## src/rtl/dma_read_arbiter.sv

```systemverilog
// Purpose: share one DMA read channel among N_REQ requesters (per-requester queues, round-robin issue, in-order response routing).
// Latency: req_re -> tx_re 2 cycles minimum; rx_rvalid -> req_rvalid 1 cycle.
// Backpressure: registered per-requester almost-full with one cycle of slack; issue stalls on tx_ralmostfull or a full route FIFO.

module dma_rd_fifo #(
  parameter int W  = 8,
  parameter int LD = 2
) (
  input  logic          i_clk,
  input  logic          i_rst_n,
  input  logic          i_wr,
  input  logic [W-1:0]  i_wdat,
  input  logic          i_rd,
  output logic [W-1:0]  o_rdat,
  output logic [LD:0]   o_cnt
);
  localparam int D = 1 << LD;
  localparam logic [LD:0] FULL = D[LD:0];

  logic [W-1:0]  r_mem [D];
  logic [LD-1:0] r_wptr;
  logic [LD-1:0] r_rptr;
  logic [LD:0]   r_cnt;
  logic          w_wr;
  logic          w_rd;

  // Writes into a full FIFO and reads from an empty one are ignored.
  assign w_wr = i_wr && (r_cnt != FULL);
  assign w_rd = i_rd && (r_cnt != '0);

  // Storage array; contents need no reset since pointers define validity.
  always_ff @(posedge i_clk) begin
    if (w_wr) r_mem[r_wptr] <= i_wdat;
  end

  // Pointer and occupancy tracking; simultaneous read and write keep the count.
  always_ff @(posedge i_clk or negedge i_rst_n) begin
    if (!i_rst_n) begin
      r_wptr <= '0;
      r_rptr <= '0;
      r_cnt  <= '0;
    end else begin
      if (w_wr) r_wptr <= r_wptr + 1'b1;
      if (w_rd) r_rptr <= r_rptr + 1'b1;
      case ({w_wr, w_rd})
        2'b10:   r_cnt <= r_cnt + 1'b1;
        2'b01:   r_cnt <= r_cnt - 1'b1;
        default: r_cnt <= r_cnt;
      endcase
    end
  end

  assign o_rdat = r_mem[r_rptr];
  assign o_cnt  = r_cnt;
endmodule

module dma_read_arbiter #(
  parameter int N_REQ            = 4,
  parameter int ADDRESS_WIDTH    = 42,
  parameter int DATA_WIDTH       = 512,
  parameter int LOG2_REQ_DEPTH   = 2,
  parameter int LOG2_ROUTE_DEPTH = 6
) (
  input  logic                             clk,
  input  logic                             reset_n,
  input  logic [N_REQ-1:0]                 req_re,
  input  logic [N_REQ*ADDRESS_WIDTH-1:0]   req_raddr,
  input  logic [N_REQ*2-1:0]               req_rlength,
  output logic [N_REQ-1:0]                 req_ralmostfull,
  output logic [N_REQ-1:0]                 req_rvalid,
  output logic [DATA_WIDTH-1:0]            req_rdata,
  output logic                             tx_re,
  output logic [ADDRESS_WIDTH-1:0]         tx_raddr,
  output logic [1:0]                       tx_rlength,
  input  logic                             tx_ralmostfull,
  input  logic                             rx_rvalid,
  input  logic [DATA_WIDTH-1:0]            rx_rdata,
  output logic                             idle,
  output logic                             route_error
);
  localparam int IDW = (N_REQ > 1) ? $clog2(N_REQ) : 1;
  localparam int QW  = ADDRESS_WIDTH + 2;
  localparam int QCW = LOG2_REQ_DEPTH + 1;
  localparam int RCW = LOG2_ROUTE_DEPTH + 1;
  localparam int RQD = 1 << LOG2_REQ_DEPTH;
  localparam int AFL = RQD - 2;
  localparam int RTD = 1 << LOG2_ROUTE_DEPTH;
  localparam logic [QCW-1:0] Q_FULL  = RQD[QCW-1:0];
  localparam logic [QCW-1:0] Q_AF    = AFL[QCW-1:0];
  localparam logic [RCW-1:0] RT_FULL = RTD[RCW-1:0];

  logic [QW-1:0]  w_qhead    [N_REQ];
  logic [QCW-1:0] w_qcnt     [N_REQ];
  logic [QCW-1:0] w_qcnt_nxt [N_REQ];
  logic [N_REQ-1:0] w_qne;
  logic [N_REQ-1:0] w_qpush_ok;
  logic [N_REQ-1:0] w_qdrop;
  logic [N_REQ-1:0] w_pop;

  logic           w_grant_vld;
  logic [IDW-1:0] w_grant_id;
  logic [1:0]     w_grant_len;
  logic [ADDRESS_WIDTH-1:0] w_grant_addr;
  logic           w_issue;

  logic [IDW+1:0] w_rt_head;
  logic [RCW-1:0] w_rt_cnt;
  logic [IDW-1:0] w_rt_id;
  logic [1:0]     w_rt_len;
  logic           w_rt_ne;
  logic           w_rx_take;
  logic           w_rt_pop;

  logic                     r_tx_re;
  logic [ADDRESS_WIDTH-1:0] r_tx_addr;
  logic [1:0]               r_tx_len;
  logic [IDW-1:0]           r_rr;
  logic [N_REQ-1:0]         r_afull;
  logic [N_REQ-1:0]         r_rvalid;
  logic [DATA_WIDTH-1:0]    r_rdata;
  logic [1:0]               r_head_done;
  logic                     r_err;

  for (genvar gi = 0; gi < N_REQ; gi++) begin : g_q
    logic [1:0] w_len_raw;
    logic [1:0] w_len;
    // Code 10 is not a legal burst; treat it as a single line.
    assign w_len_raw = req_rlength[2*gi +: 2];
    assign w_len     = (w_len_raw == 2'b10) ? 2'b00 : w_len_raw;

    dma_rd_fifo #(.W(QW), .LD(LOG2_REQ_DEPTH)) u_q (
      .i_clk   (clk),
      .i_rst_n (reset_n),
      .i_wr    (req_re[gi]),
      .i_wdat  ({req_raddr[gi*ADDRESS_WIDTH +: ADDRESS_WIDTH], w_len}),
      .i_rd    (w_pop[gi]),
      .o_rdat  (w_qhead[gi]),
      .o_cnt   (w_qcnt[gi])
    );

    assign w_qne[gi]      = (w_qcnt[gi] != '0);
    assign w_qpush_ok[gi] = req_re[gi] && (w_qcnt[gi] != Q_FULL);
    assign w_qdrop[gi]    = req_re[gi] && (w_qcnt[gi] == Q_FULL);
    assign w_pop[gi]      = w_issue && (w_grant_id == IDW'(gi));
    assign w_qcnt_nxt[gi] = w_qcnt[gi] + QCW'(w_qpush_ok[gi]) - QCW'(w_pop[gi]);
  end

  // Round-robin pick: lowest nonempty queue at/after r_rr, else lowest below it.
  always_comb begin
    w_grant_vld = 1'b0;
    w_grant_id  = '0;
    for (int i = N_REQ - 1; i >= 0; i--) begin
      if (w_qne[i] && (IDW'(i) < r_rr)) begin
        w_grant_vld = 1'b1;
        w_grant_id  = IDW'(i);
      end
    end
    for (int i = N_REQ - 1; i >= 0; i--) begin
      if (w_qne[i] && (IDW'(i) >= r_rr)) begin
        w_grant_vld = 1'b1;
        w_grant_id  = IDW'(i);
      end
    end
  end

  assign w_grant_len  = w_qhead[w_grant_id][1:0];
  assign w_grant_addr = w_qhead[w_grant_id][QW-1:2];
  assign w_issue      = w_grant_vld && !tx_ralmostfull && (w_rt_cnt != RT_FULL);

  // Route entry stores the length code, which for legal codes equals beats-1.
  dma_rd_fifo #(.W(IDW + 2), .LD(LOG2_ROUTE_DEPTH)) u_route (
    .i_clk   (clk),
    .i_rst_n (reset_n),
    .i_wr    (w_issue),
    .i_wdat  ({w_grant_id, w_grant_len}),
    .i_rd    (w_rt_pop),
    .o_rdat  (w_rt_head),
    .o_cnt   (w_rt_cnt)
  );

  assign w_rt_id   = w_rt_head[IDW+1:2];
  assign w_rt_len  = w_rt_head[1:0];
  assign w_rt_ne   = (w_rt_cnt != '0);
  assign w_rx_take = rx_rvalid && w_rt_ne;
  assign w_rt_pop  = w_rx_take && (r_head_done == w_rt_len);

  // Issue register: one-cycle tx_re pulse, address/length hold between requests.
  always_ff @(posedge clk or negedge reset_n) begin
    if (!reset_n) begin
      r_tx_re   <= 1'b0;
      r_tx_addr <= '0;
      r_tx_len  <= '0;
      r_rr      <= '0;
    end else begin
      r_tx_re <= w_issue;
      if (w_issue) begin
        r_tx_addr <= w_grant_addr;
        r_tx_len  <= w_grant_len;
        r_rr      <= (w_grant_id == IDW'(N_REQ - 1)) ? '0 : w_grant_id + 1'b1;
      end
    end
  end

  // Almost-full follows next-cycle occupancy so it rises with the count.
  always_ff @(posedge clk or negedge reset_n) begin
    if (!reset_n) begin
      r_afull <= '0;
    end else begin
      for (int i = 0; i < N_REQ; i++) r_afull[i] <= (w_qcnt_nxt[i] >= Q_AF);
    end
  end

  // Response steering: forward each beat to the head owner and count beats of the head burst.
  always_ff @(posedge clk or negedge reset_n) begin
    if (!reset_n) begin
      r_rvalid    <= '0;
      r_rdata     <= '0;
      r_head_done <= '0;
    end else begin
      r_rvalid <= '0;
      if (w_rx_take) begin
        r_rvalid[w_rt_id] <= 1'b1;
        r_rdata           <= rx_rdata;
        r_head_done       <= w_rt_pop ? 2'b00 : r_head_done + 1'b1;
      end
    end
  end

  // Sticky error: orphan response beat or request dropped at a full queue.
  always_ff @(posedge clk or negedge reset_n) begin
    if (!reset_n) r_err <= 1'b0;
    else if ((rx_rvalid && !w_rt_ne) || (|w_qdrop)) r_err <= 1'b1;
  end

  assign req_ralmostfull = r_afull;
  assign req_rvalid      = r_rvalid;
  assign req_rdata       = r_rdata;
  assign tx_re           = r_tx_re;
  assign tx_raddr        = r_tx_addr;
  assign tx_rlength      = r_tx_len;
  assign route_error     = r_err;
  assign idle            = !(|w_qne) && !w_rt_ne && !r_tx_re && !(|r_rvalid);
endmodule
```

## config.mk

```make
export PLATFORM = sky130hd
export DESIGN_NAME = dma_read_arbiter
export DESIGN_NICKNAME = d
export VERILOG_FILES = /design/src/rtl/dma_read_arbiter.sv
export SDC_FILE = /design/constraint.sdc
export NUM_CORES = 2
export LEC_CHECK = 0
export ABC_AREA = 1
export BUFFER_PORTS_ARGS = -buffer_cell sky130_fd_sc_hd__buf_2
export CELL_PAD_IN_SITES_DETAIL_PLACEMENT = 1
export CELL_PAD_IN_SITES_GLOBAL_PLACEMENT = 1
export CORE_AREA = 3 3 484 486
export DETAILED_ROUTE_END_ITERATION = 10
export DIE_AREA = 0 0 487 489
export PLACE_DENSITY_LB_ADDON = 0.25
export SYNTH_ARGS = -nofsm -noshare
export SYNTH_HDL_FRONTEND = slang
export SYNTH_HIERARCHICAL = 1
export SYNTH_SLANG_ARGS = --single-unit
```

## constraint.sdc

```tcl
create_clock -name clk -period 11.5 [get_ports clk]
set_clock_uncertainty 0.1 [all_clocks]
set_input_delay 1.725 -clock clk [delete_from_list [all_inputs] [get_ports clk]]
set_output_delay 1.725 -clock clk [all_outputs]
set_load 0.02 [all_outputs]
```

==> flow_summary_export.csv <==
group,metric,value,unit
status,status,"finished, final reports clean",
logic_synthesis,yosysSeqAreaShare,0.6682,
clock_network,cts.htree.levels,4,
logic_synthesis,yosysTopAreaCellShare,0.4351,
logic_synthesis,syn-cell-area,0.06625,mm2
placed_design,placed_area,0.07519,mm2
floorplanning,row_count,176,
detailed_routing,vias_per_cell,4.779,
sta,hold_viol,0,
worst_setup_path,worst-setup-path-type,"reg2reg",
sta,period_minus_slack,5.511,ns
worst_setup_path,cp-start-kind,"register",
logic_synthesis,syn-num-nets,7216,
layout,fin_nets,8409,
global_route,grt_pass1_wl,482500,um
clock_network,cts.repair.resized,0,
detailed_routing,vias,52190,
global_route,grt_util_met2,0.4835,
logic_synthesis,synth_flop_cell,"edfxtp_1",
logic_synthesis,syn_area_per_cell,10.23,um2
worst_setup_path,crit_family,"buffers and inverters",
clock_network,cts.sinks,1577,
power_and_ir_drop,powerDensity,289.6,mW/mm2
logic_synthesis,synth_area_leaders,"edfxtp_1 44%, dfrtp_1 23%, nand2_1 16%, inv_1 3.9%, o211ai_1 3.6%",
logic_synthesis,synth_edf_count,960,
detailed_routing,ant_nets,0,
floorplanning,initial_core_util,0.2879,
floorplanning,fp.dieW,487,um
layout,drive_gt1_frac,0.2205,
power_and_ir_drop,max-vdd-ir-drop,0.3996,mV
floorplanning,die_h,489,um
layout,final_area,0.08168,mm2
sta,rsz0062_at_grt,"false",
worst_setup_path,crit_top_cell,"nand2_1",
placed_design,io_buffers,1262,
detailed_routing,wl,368100,um
detailed_routing,drc,0,
global_route,track_usage,0.3016,
logic_synthesis,ys_ff_latch,1577,
layout,area_delta_synth_final,23.28,%
worst_setup_path,path_cells,"inv_2, buf_4, nand2_1, nand2_1, nand2_1, a21oi_1, nor2_1, nand2_1, nand3_1, nand2_1, xnor2_1, nand3_1, nor2_1, nand2_1, inv_2, ha_1, inv_1, fa_1, inv_1, nand4_1, nand3_1, xor2_1, nand2_1, o21ai_0",
logic_synthesis,yosysMostFrequentCell,"nand2_1",
global_route,grt_pass1_vias,52910,
clock_network,clk_root_buffer_cell,"clkbuf_16",
floorplanning,core-area,0.2301,mm2
clock_network,clk_latency,0.85,ns
sta,fin_crit_sh,0.4792,
clock_network,cts_buffers,191,
clock_network,cts_setup_buffers,0,
sta,setup_tns,0,ns
clock_network,cts_buffer_depth,3,
placed_design,place.gp.congestion,0.9769,
clock_network,cts_tree,"built",
global_route,use_met1,0.3635,
floorplanning,dieArea,0.2381,mm2
logic_synthesis,synth_common_cells,"2,812 x nand2_1, 960 x edfxtp_1, 691 x inv_1",
logic_synthesis,async_reset_ff_frac,0.3912,
global_route,antenna_found_initial,205,
detailed_routing,dr.pass1.iters,6,
worst_setup_path,critPathArrivalTime,6.15,ns
sta,tightest_slew,1.092,ns
logic_synthesis,yosysWarningCount,6,
worst_hold_path,hp-class,"reg2reg",
sta,slew-limit-headroom,0.2722,
power_and_ir_drop,leakagePower,38.62,nW
sta,slew_viol_final,0,
worst_setup_path,cp_max_fo,80,
global_route,grt-busiest-layer,"met2",
clock_network,cts.clk_slew.worst_paths,0.06,ns
logic_synthesis,yosysUniqueCellTypes,43,
worst_setup_path,cpPeakStageDelay,0.84,ns
job,cap_violations,0,
logic_synthesis,synth_top_cell_by_area,"edfxtp_1",
worst_setup_path,slowest_stage,"buf_4",
worst_setup_path,cp.required,12.14,ns
global_route,grt_max_degree,142,
sta,setup_viol,0,
global_route,grt_util_met3,0.1052,
detailed_routing,drt-wirelength-per-cell,33.70,um
floorplanning,ioPinCount,1263,
worst_setup_path,end_kind,"register",
placed_design,dp_hpwl,286900,um
sta,fmax,181.5,MHz
detailed_routing,drt_iter0_markers,4055,
global_route,grt_overflow,0,
worst_setup_path,path_buf_inv,5,
clock_network,cts_hold_buf,0,
logic_synthesis,netlist_instances,6477,
==> cell usage in the layout (no fill, tap or decap), types with 13 or more instances in the layout <==
cell type	count
clkbuf_1	43
o21ai_0	29
clkbuf_16	192
a21oi_1	21
dfrtp_1	613
edfxtp_1	960
diode_2	63
nand3_1	363
buf_2	1261
inv_2	21
inv_1	691
o211ai_1	317
nor2_1	127
buf_4	60
bufinv_16	18
o211ai_2	47
nor2_4	17
clkinv_2	36
nand2_1	2810
xnor2_1	13
ha_1	34
clkinv_1	36
==> power breakdown <==
group          leakage (nW)  internal (mW)  switching [mW]
Sequential             16.3           7.65           0.830
Clock                  3.07           3.56            2.60
Combinational          19.3           2.11            6.91
Total                  38.6           13.3            10.3
==> worst register-to-register path, cell delays in order, from the launching register on <==
cell and delay, ns:
dfrtp_4 0.76, inv_2 0.61, buf_4 0.84, nand2_1 0.14
nand2_1 0.11, nand2_1 0.06, a21oi_1 0.19, nor2_1 0.12
nand2_1 0.08, nand3_1 0.11, nand2_1 0.11, xnor2_1 0.11
nand3_1 0.11, nor2_1 0.16, nand2_1 0.16, inv_2 0.17
ha_1 0.36, inv_1 0.09, fa_1 0.42, inv_1 0.12
nand4_1 0.11, nand3_1 0.11, xor2_1 0.16, nand2_1 0.06
o21ai_0 0.06
==> layout make-up <==
class / count / area [um2]
Antenna cell: 63 / 157.7
Clock buffer: 245 / 5104
Clock inverter: 110 / 1230
Fill cell: 26170 / 148400
Inverter: 720 / 2723
Multi-Input combinational cell: 3852 / 17500
Sequential cell: 1577 / 44280
Tap cell: 3026 / 3786
Timing Repair Buffer: 1328 / 6897
==> per-layer routing <==
layer / routed length, um / up-vias / share of wire
met3: 32510 / 588 / 0.088
li1: - / 23400 / -
met2: 169300 / 1772 / 0.46
met5: 407 / - / 0.0011
met1: 145700 / 26370 / 0.40
met4: 20150 / 66 / 0.055
==> registers in the layout, indices dropped and copies added, names as in the netlist <==
register	count
tx_re	1
route_error	1
r_rr	2
u_route/r_wptr	6
tx_raddr	42
g_q.u_q/r_wptr	8
u_route/r_mem	256
g_q.u_q/r_mem	704
r_head_done	2
u_route/o_cnt	7
req_ralmostfull	4
tx_rlength	2
g_q.u_q/o_cnt	12
req_rdata	512
u_route/r_rptr	6
g_q.u_q/r_rptr	8
req_rvalid	4
==> logic make-up (layout without fill, tap and decap cells) <==
family                     Yosys count  count (layout)  share of synthesized area
AOI/OAI and AO/OA                  427             427                    0.05012
xor gates and xnor gates            24              24                   0.003173
adders and majority gates           43              43                   0.009141
buffers and inverters             1048            2403                    0.07001
DFF                               1577            1577                     0.6682
other                                0              63                          0
and+or+nand+nor                   3358            3358                     0.1994
==> path summary, 6_finish.rpt <==
path / start / to / slack [ns] / cells after the start
worst min register to register: req_rdata[70] / req_rdata[70] / 0.37 / 2
min in group asynchronous: reset_n / req_rdata[149] / 0.84 / 1
worst max-delay path: u_route/r_rptr[0] / u_route/o_cnt[6] / 5.99 / 24
max in group asynchronous: reset_n / req_rdata[459] / 8.26 / 3
worst max register to register: u_route/r_rptr[0] / u_route/o_cnt[6] / 5.99 / 24
worst min-delay path: req_rdata[70] / req_rdata[70] / 0.37 / 2
==> through the flow <==
step / total power [mW] / setup slack (ns) / std cells / utilization / hold WS, ns
2_1_floorplan: 13.46 / 7.229 / 6477 / - / 0.3824
3_3_place_gp: 17.59 / 6.068 / 10500 / 0.3267 / 0.3584
3_5_place_dp: 17.73 / 5.978 / 10500 / 0.3267 / 0.3602
4_1_cts: 23.99 / 5.922 / 10860 / 0.3542 / 0.3759
5_1_grt: 24.96 / 5.494 / 10880 / 0.3545 / 0.3915
6_report: 23.65 / 5.989 / 10920 / 0.3549 / 0.3716
Note: power is estimated with default switching activity, not from simulation.
